===== config.mk =====
export PLATFORM = sky130hd
export DESIGN_NAME = reaction_bcd_timer
export DESIGN_NICKNAME = d
export VERILOG_FILES = /design/src/rtl/reaction_pkg.sv /design/src/rtl/bcd_digit_counter.sv /design/src/rtl/reaction_bcd_timer.sv
export SDC_FILE = /design/constraint.sdc
export NUM_CORES = 1
export LEC_CHECK = 0
export BUFFER_PORTS_ARGS = -buffer_cell sky130_fd_sc_hd__buf_2
export CAP_MARGIN = 20
export CELL_PAD_IN_SITES_DETAIL_PLACEMENT = 2
export CELL_PAD_IN_SITES_GLOBAL_PLACEMENT = 2
export CORE_MARGIN = 2
export CORE_UTILIZATION = 32
export CTS_CLUSTER_DIAMETER = 80
export CTS_CLUSTER_SIZE = 25
export DETAILED_ROUTE_END_ITERATION = 8
export GPL_TIMING_DRIVEN = 0
export HOLD_SLACK_MARGIN = 0.05
export PLACE_DENSITY_LB_ADDON = 0.1
export SLEW_MARGIN = 30
export SYNTH_ARGS = -nofsm -noshare
export SYNTH_HDL_FRONTEND = slang
export SYNTH_HIERARCHICAL = 1
export SYNTH_SLANG_ARGS = --single-unit

===== constraint.sdc =====
create_clock -name clock -period 10.4 [get_ports clock]
set_input_delay 1.56 -clock clock [delete_from_list [all_inputs] [get_ports clock]]
set_output_delay 1.56 -clock clock [all_outputs]
set_load 0.1 [all_outputs]

===== src/rtl/reaction_pkg.sv =====
// Shared constants for the reaction-game timer: FSM state codes, BCD limits
// and the prescaler divide ratio.
package reaction_pkg;

  localparam logic [1:0] IDLE   = 2'b00;
  localparam logic [1:0] RUN    = 2'b01;
  localparam logic [1:0] COMMIT = 2'b10;
  localparam logic [1:0] HOLD   = 2'b11;

  localparam logic [3:0] BCD_NINE = 4'd9;

  function automatic int tick_div(input int clk_hz, input int tick_hz);
    return clk_hz / tick_hz;
  endfunction

endpackage


===== src/rtl/bcd_digit_counter.sv =====
// One BCD digit of the reaction counter; ripples a carry to the next digit on 9->0.
module bcd_digit_counter
  import reaction_pkg::*;
(
  input  logic       clock,
  input  logic       reset,
  input  logic       clr,
  input  logic       inc_in,
  output logic [3:0] digit,
  output logic       carry_out
);

  assign carry_out = inc_in && (digit == BCD_NINE);

  always_ff @(posedge clock) begin
    if (reset || clr) begin
      digit <= 4'd0;
    end else if (inc_in) begin
      digit <= (digit == BCD_NINE) ? 4'd0 : digit + 4'd1;
    end
  end

endmodule


===== src/rtl/reaction_bcd_timer.sv =====
// Reaction timer: counts BCD ticks while enabled, commits the lowest valid time
// as best, and drives either current or best time to the 7-seg decoders.
module reaction_bcd_timer
  import reaction_pkg::*;
#(
  parameter int CLK_HZ  = 50_000_000,
  parameter int TICK_HZ = 1000,
  parameter int DIGITS  = 4
) (
  input  logic                clock,
  input  logic                reset,
  input  logic                count_en,
  input  logic                complete,
  input  logic                show_best,
  input  logic                clear_best,
  output logic [4*DIGITS-1:0] display,
  output logic [4*DIGITS-1:0] best,
  output logic                best_valid,
  output logic                new_best,
  output logic                overflow
);

  localparam int TDIV = tick_div(CLK_HZ, TICK_HZ);
  localparam int PW   = (TDIV > 2) ? $clog2(TDIV) : 1;
  localparam logic [4*DIGITS-1:0] ALL_NINES = {DIGITS{BCD_NINE}};

  logic [1:0]          state;
  logic [PW-1:0]       prescaler;
  logic [4*DIGITS-1:0] count;
  logic [DIGITS:0]     carry;
  logic                tick;
  logic                all_nine;
  logic                run_stay;
  logic                commit_win;
  logic                unused_top_carry;

  assign tick     = (state == RUN) && (prescaler == PW'(TDIV - 1));
  assign all_nine = (count == ALL_NINES);
  assign run_stay = (state == RUN) && count_en && !complete;

  // Saturate by withholding the tick from digit 0 once every digit reads 9.
  assign carry[0]         = tick && !all_nine;
  assign unused_top_carry = carry[DIGITS];

  generate
    for (genvar i = 0; i < DIGITS; i++) begin : g_digit
      bcd_digit_counter u_digit (
        .clock     (clock),
        .reset     (reset),
        .clr       (state == IDLE),
        .inc_in    (carry[i]),
        .digit     (count[4*i +: 4]),
        .carry_out (carry[i+1])
      );
    end
  endgenerate

  // Packed BCD orders the same as unsigned binary since every nibble is 0..9.
  assign commit_win = (state == COMMIT) && !overflow && (!best_valid || (count < best));

  always_ff @(posedge clock) begin
    if (reset) begin
      state      <= IDLE;
      prescaler  <= '0;
      best       <= ALL_NINES;
      best_valid <= 1'b0;
      new_best   <= 1'b0;
      overflow   <= 1'b0;
      display    <= '0;
    end else begin
      new_best  <= 1'b0;
      display   <= show_best ? best : count;
      prescaler <= (run_stay && !tick) ? prescaler + 1'b1 : '0;

      case (state)
        IDLE: begin
          overflow <= 1'b0;
          if (count_en) state <= RUN;
        end
        RUN: begin
          if (tick && all_nine) overflow <= 1'b1;
          if (complete)       state <= COMMIT;
          else if (!count_en) state <= IDLE;
        end
        COMMIT: state <= HOLD;
        HOLD: begin
          // A new round always passes through IDLE so the count is cleared first.
          if (!complete) state <= IDLE;
        end
        default: state <= IDLE;
      endcase

      if (clear_best) begin
        best       <= ALL_NINES;
        best_valid <= 1'b0;
      end else if (commit_win) begin
        best       <= count;
        best_valid <= 1'b1;
        new_best   <= 1'b1;
      end
    end
  end

endmodule


## Word level (Yosys, flattened, before mapping)

Cells that the tools add are included.
W data, S select, Z words.

| word-level totals | value |
|---|---|
| flip-flop bits (word level) | 69 |
| output and inout bits | 35 |
| logic and storage cells | 68 |

| operators by class | value |
|---|---|
| add/sub/neg operators | 5 |
| order comparisons | 1 |
| equality and inequality tests | 13 |
| muxes and demuxes | 13 |
| bitwise gates (word level) | 1 |
| reductions and logical operators | 24 |

Operators with widths:

| operator | count |
|---|---|
| $eq A16 B16 Y1 const B | 2 |
| $add A16 B1 Y16 const B | 1 |
| $add A4 B1 Y4 const B | 4 |
| $eq A4 B4 Y1 const B | 4 |
| $lt A16 B16 Y1 | 1 |
| $mux W16 | 1 |
| $mux W4 | 4 |
| $logic_and A1 B1 Y1 | 11 |
| $mux W2 | 4 |
| $pmux W2 S4 | 1 |
| $logic_not A1 Y1 | 5 |
| $eq A2 B2 Y1 const B | 2 |
| $ne A2 B2 Y1 const B | 2 |
| $reduce_or A2 Y1 | 2 |
| $ne A3 B3 Y1 const B | 1 |
| $reduce_and A3 Y1 | 1 |
| $eq A2 B1 Y1 const B | 1 |
| $logic_not A2 Y1 | 1 |
| $logic_or A1 B1 Y1 | 2 |
| $mux W1 | 2 |
| $ne A2 B1 Y1 const B | 1 |
| $pmux W1 S2 | 1 |
| $reduce_and A2 Y1 | 1 |
| $reduce_bool A2 Y1 | 1 |
| $not A1 Y1 | 1 |

## Logic depth before layout (Yosys ltp)

| depth | value |
|---|---|
| depth after elaboration | 6 |
| gate-level depth with buffers | 14 |
| gate-level depth less buffers | 14 |

## Hierarchy

The synthesis kept the hierarchy.

Modules (own cells, without submodules):

| module | times used | cells an instance | area each (sq um) | sequential area each (sq um) |
|---|---|---|---|---|
| reaction_bcd_timer | 1 | 283 | 2509.9 | 1061.0 |
| bcd_digit_counter | 4 | 20 | 192.7 | 80.1 |

## Worst setup path after synthesis

Ideal clock, no wire load.

| path | value |
|---|---|
| kind | register -> register |
| from | register prescaler[0] |
| to | register g_digit[3].u_digit.digit[1] |
| setup time | 80 ps |
| arrival | 3412 ps |
| setup slack | 6907 ps |
| cell stages (with the launch flop) | 15 |
| period minus slack after synthesis | 3493 ps |
| cell sequence | dfxtp_1 ha_1 nand3_1 nor4_1 nand4_1 nor2_1 nand2_2 nor3b_1 nand2_2 nor3b_1 nand2_2 nor3b_1 nand2_2 or3_1 a211oi_2 |

| between the ends | value |
|---|---|
| cells in the longest elaborated chain, start to end | 6 |

RTL lines:

| what | line | RTL |
|---|---|---|
| start: declaration | reaction_bcd_timer.sv:28 | `logic [PW-1:0] prescaler;` |
| start signal: assignment | reaction_bcd_timer.sv:73 | `prescaler <= (run_stay && !tick) ? prescaler + 1'b1 : '0;` |
| $eq A16 B16 Y1 | reaction_bcd_timer.sv:37 | `assign tick = (state == RUN) && (prescaler == PW'(TDIV - 1));` |
| $logic_and A1 B1 Y1 | reaction_bcd_timer.sv:37 |  |
| $logic_and A1 B1 Y1 | reaction_bcd_timer.sv:42 | `assign carry[0] = tick && !all_nine;` |
| net carry[0] | reaction_bcd_timer.sv:30 | `logic [DIGITS:0] carry;` |
| $logic_and A1 B1 Y1 | bcd_digit_counter.sv:13 | `assign carry_out = inc_in && (digit == BCD_NINE);` |
| net carry[1] | reaction_bcd_timer.sv:30 |  |
| $logic_and A1 B1 Y1 | bcd_digit_counter.sv:13 |  |
| net carry[2] | reaction_bcd_timer.sv:30 |  |
| $logic_and A1 B1 Y1 | bcd_digit_counter.sv:13 |  |
| net carry[3] | reaction_bcd_timer.sv:30 |  |
| end signal: assignment | bcd_digit_counter.sv:19 | `digit <= (digit == BCD_NINE) ? 4'd0 : digit + 4'd1;` |
| end: declaration | bcd_digit_counter.sv:9 | `output logic [3:0] digit,` |

The timed path passes the listed nets, and every way through them passes these cells.
A chain may end at the register's enable or synchronous reset.

## Worst setup path after layout

| path | value |
|---|---|
| from | register prescaler[0] |
| to | register g_digit[3].u_digit.digit[3] |

Same word-level chain as after synthesis.

==> metrics <==
Core Footprint=9860 um^2; pwr dens=141 nW/um^2; maximum number of pins on one net before global-route repair=21; number of hold buffers added after cts=0; pins over their slew limit=0; Die Outline Area=11100 um^2; part of the cycle the worst path needs=45.5%; arrival time at the worst endpoint=4.99 ns; layout cell share with drive strength beyond 1=17.8%; CTS tree=built; remaining design rule violation count=0; crit end category=flip-flop; cell at the slowest stage of the critical path=sky130_fd_sc_hd__nor3b_1; vias=2750; Max Cap Violations=0; maximum clock insertion buffer count=2; count of final setup violators=0; final estimated routing congestion in global placement=0.749; Pleak=1.59 nW; Setup crit start=prescaler[0]; Clk Tree Root Cell=sky130_fd_sc_hd__clkbuf_8; status=finished, final reports clean; number of endpoints with negative hold slack in the final report=0; slowest cell delay on critical path=0.68 ns; synthesis-to-finish area growth=16.6%; placed cell count=534; DIE HEIGHT=105 um; Tightest Pin Transition=0.863 ns; start-to-end type of the worst setup path=flip-flop to flip-flop; mean post-synth cell area=9.04 um^2; drt first pass iters=4; clock sinks=69; synthesized area=3270 um^2; beginning of the worst hold path=prescaler[0]; Worst Skew=0.00809 ns; final routed wirelength across all metal layers=9.52 mm; peak clock frequency supported by timing=212 MHz; DPL Wire Length=6.84 mm; Detail Route Antenna Nets=0; Row Count=36; number of clock buffers inserted by TritonCTS=9; via count of the first global-routing pass=2955; Reg2Reg Launch Point=prescaler[0]; wire length of the first global-routing pass=15.6 mm; overall fraction of global-route tracks in use=18.3%; post-DR vias/cell=5.01; crit path launch type=flip-flop; Critical Path RT=10.66 ns; starting density of the core=33.2%; diode count=0; drt initial violations=62; gate count after technology mapping=362; maximum vdd ir drop=54.7 uV; worst hold-check path type=flip-flop to flip-flop; Post-Layout Cell Count=549; leftover overflow at the end of global routing=0; time the worst path needs with I/O delays and setup=4.73 ns; number of synthesis warnings=6; unrepaired setup endpoints after global routing=false; buffer and inverter count on the worst path=0; ordered cell list for the critical path=ha_1 -> nand3_1 -> nor4_1 -> nand4_1 -> nor2_1 -> nand2_2 -> nor3b_1 -> nand2_2 -> nor3b_1 -> nand2_2 -> nor3b_1 -> and4b_2 -> o21ai_0 -> a211oi_1; clock-pin slew reported for the worst setup and hold paths after clock tree synthesis=0.08 ns; number of antenna violations at the first check in global routing=0; average wire per cell in the routed design=17.3 um; Resized cells post-CTS=0; worst-path maximum fanout=4; count of pins on the block boundary=41; number of filler instances in the final layout=1100; setup tns final=0 ns; # port buffers=39; Setup Fix Bufs, Post-CTS=0; total nets after synthesis=384; Clk Latency, worst-skew pair=0.35 ns; H-tree depth=3; critical path's top delay family=simple AND/OR/NAND/NOR gates; Die Width=105 um; net count of the finished layout=434; worst max-slew margin expressed relative to the limit=42.4%
cells in the final DEF (no fill, tap or decap), drive strengths merged, types with 2 or more instances in the layout:
cell type,instances
xor2,8
inv,23
o21ai,9
nand3,9
nor2b,8
and4b,4
or3,7
ha,16
nor3b,3
nand4,7
a21oi,6
nand2,31
and3,2
mux2i,32
clkbuf,19
nand2b,3
nor2,64
dfxtp,69
a211oi,8
nor4bb,5
buf,44
xnor2,14
nor3,10
sequential cells by signal, summed over array words and instances, names as in the netlist, named ones only:
name and count:
new_best 1, best_valid 1, prescaler 16, state 1, g_digit.u_digit/digit 16, display 16
best 16, overflow 1
metrics by stage:
step	setup WS, ns	instance area (um^2)	total power [W]	utilization [%]	hold WS, ns
after detailed placement	5.76	3640	0.000337	36.9	0.433
final	5.67	3810	0.000537	38.7	0.441
after global placement	5.97	3630	0.000336	36.8	0.429
after global routing	5.34	3810	0.000560	38.7	0.478
after floorplan	6.93	3270	0.000322	-	0.413
after CTS	5.67	3810	0.000545	38.7	0.448
layer usage:
layer / global-route usage [%] / part of all wire [%] / routed length [um]
met2: 31.0 / 49 / 4700
met3: 3.87 / 2.6 / 245
met5: 0 / 0 / 0
met1: 23.0 / 47 / 4490
met4: 6.38 / 0.97 / 92
worst register-to-register path, stage by stage, from the launching register on:
cell and delay, ns:
sky130_fd_sc_hd__dfxtp_1 0.35, sky130_fd_sc_hd__ha_1 0.21, sky130_fd_sc_hd__nand3_1 0.18, sky130_fd_sc_hd__nor4_1 0.29, sky130_fd_sc_hd__nand4_1 0.24, sky130_fd_sc_hd__nor2_1 0.36
sky130_fd_sc_hd__nand2_2 0.12, sky130_fd_sc_hd__nor3b_1 0.59, sky130_fd_sc_hd__nand2_2 0.17, sky130_fd_sc_hd__nor3b_1 0.60, sky130_fd_sc_hd__nand2_2 0.17, sky130_fd_sc_hd__nor3b_1 0.68
sky130_fd_sc_hd__and4b_2 0.35, sky130_fd_sc_hd__o21ai_0 0.08, sky130_fd_sc_hd__a211oi_1 0.26
power by group:
group / internal [W] / switching (W) / leakage, nW
sequential: 0.000268 / 0.00000321 / 0.559
clock: 0.000105 / 0.000102 / 0.0926
combinational: 0.0000129 / 0.0000454 / 0.936
worst paths after layout:
kind | endpoint | slack [ns] | depth (start not counted)
max | g_digit[3].u_digit/digit[3] | 5.67 | 14
min | prescaler[0] | 0.44 | 1
max reg2reg | g_digit[3].u_digit/digit[3] | 5.67 | 14
min reg2reg | prescaler[0] | 0.44 | 1
layout make-up:
type	instances	area, um^2	share of cell area, %
inverters	23	86.3	2.26
clock buffers	14	173	4.53
plain buffers	10	62.6	1.64
flip-flops and latches	69	1380	36.2
well taps	133	166	4.36
repair buffers	39	195	5.12
clock inverters	1	5.00	0.131
multi-input cells	260	1750	45.8
(Power assumes the default switching activity.)
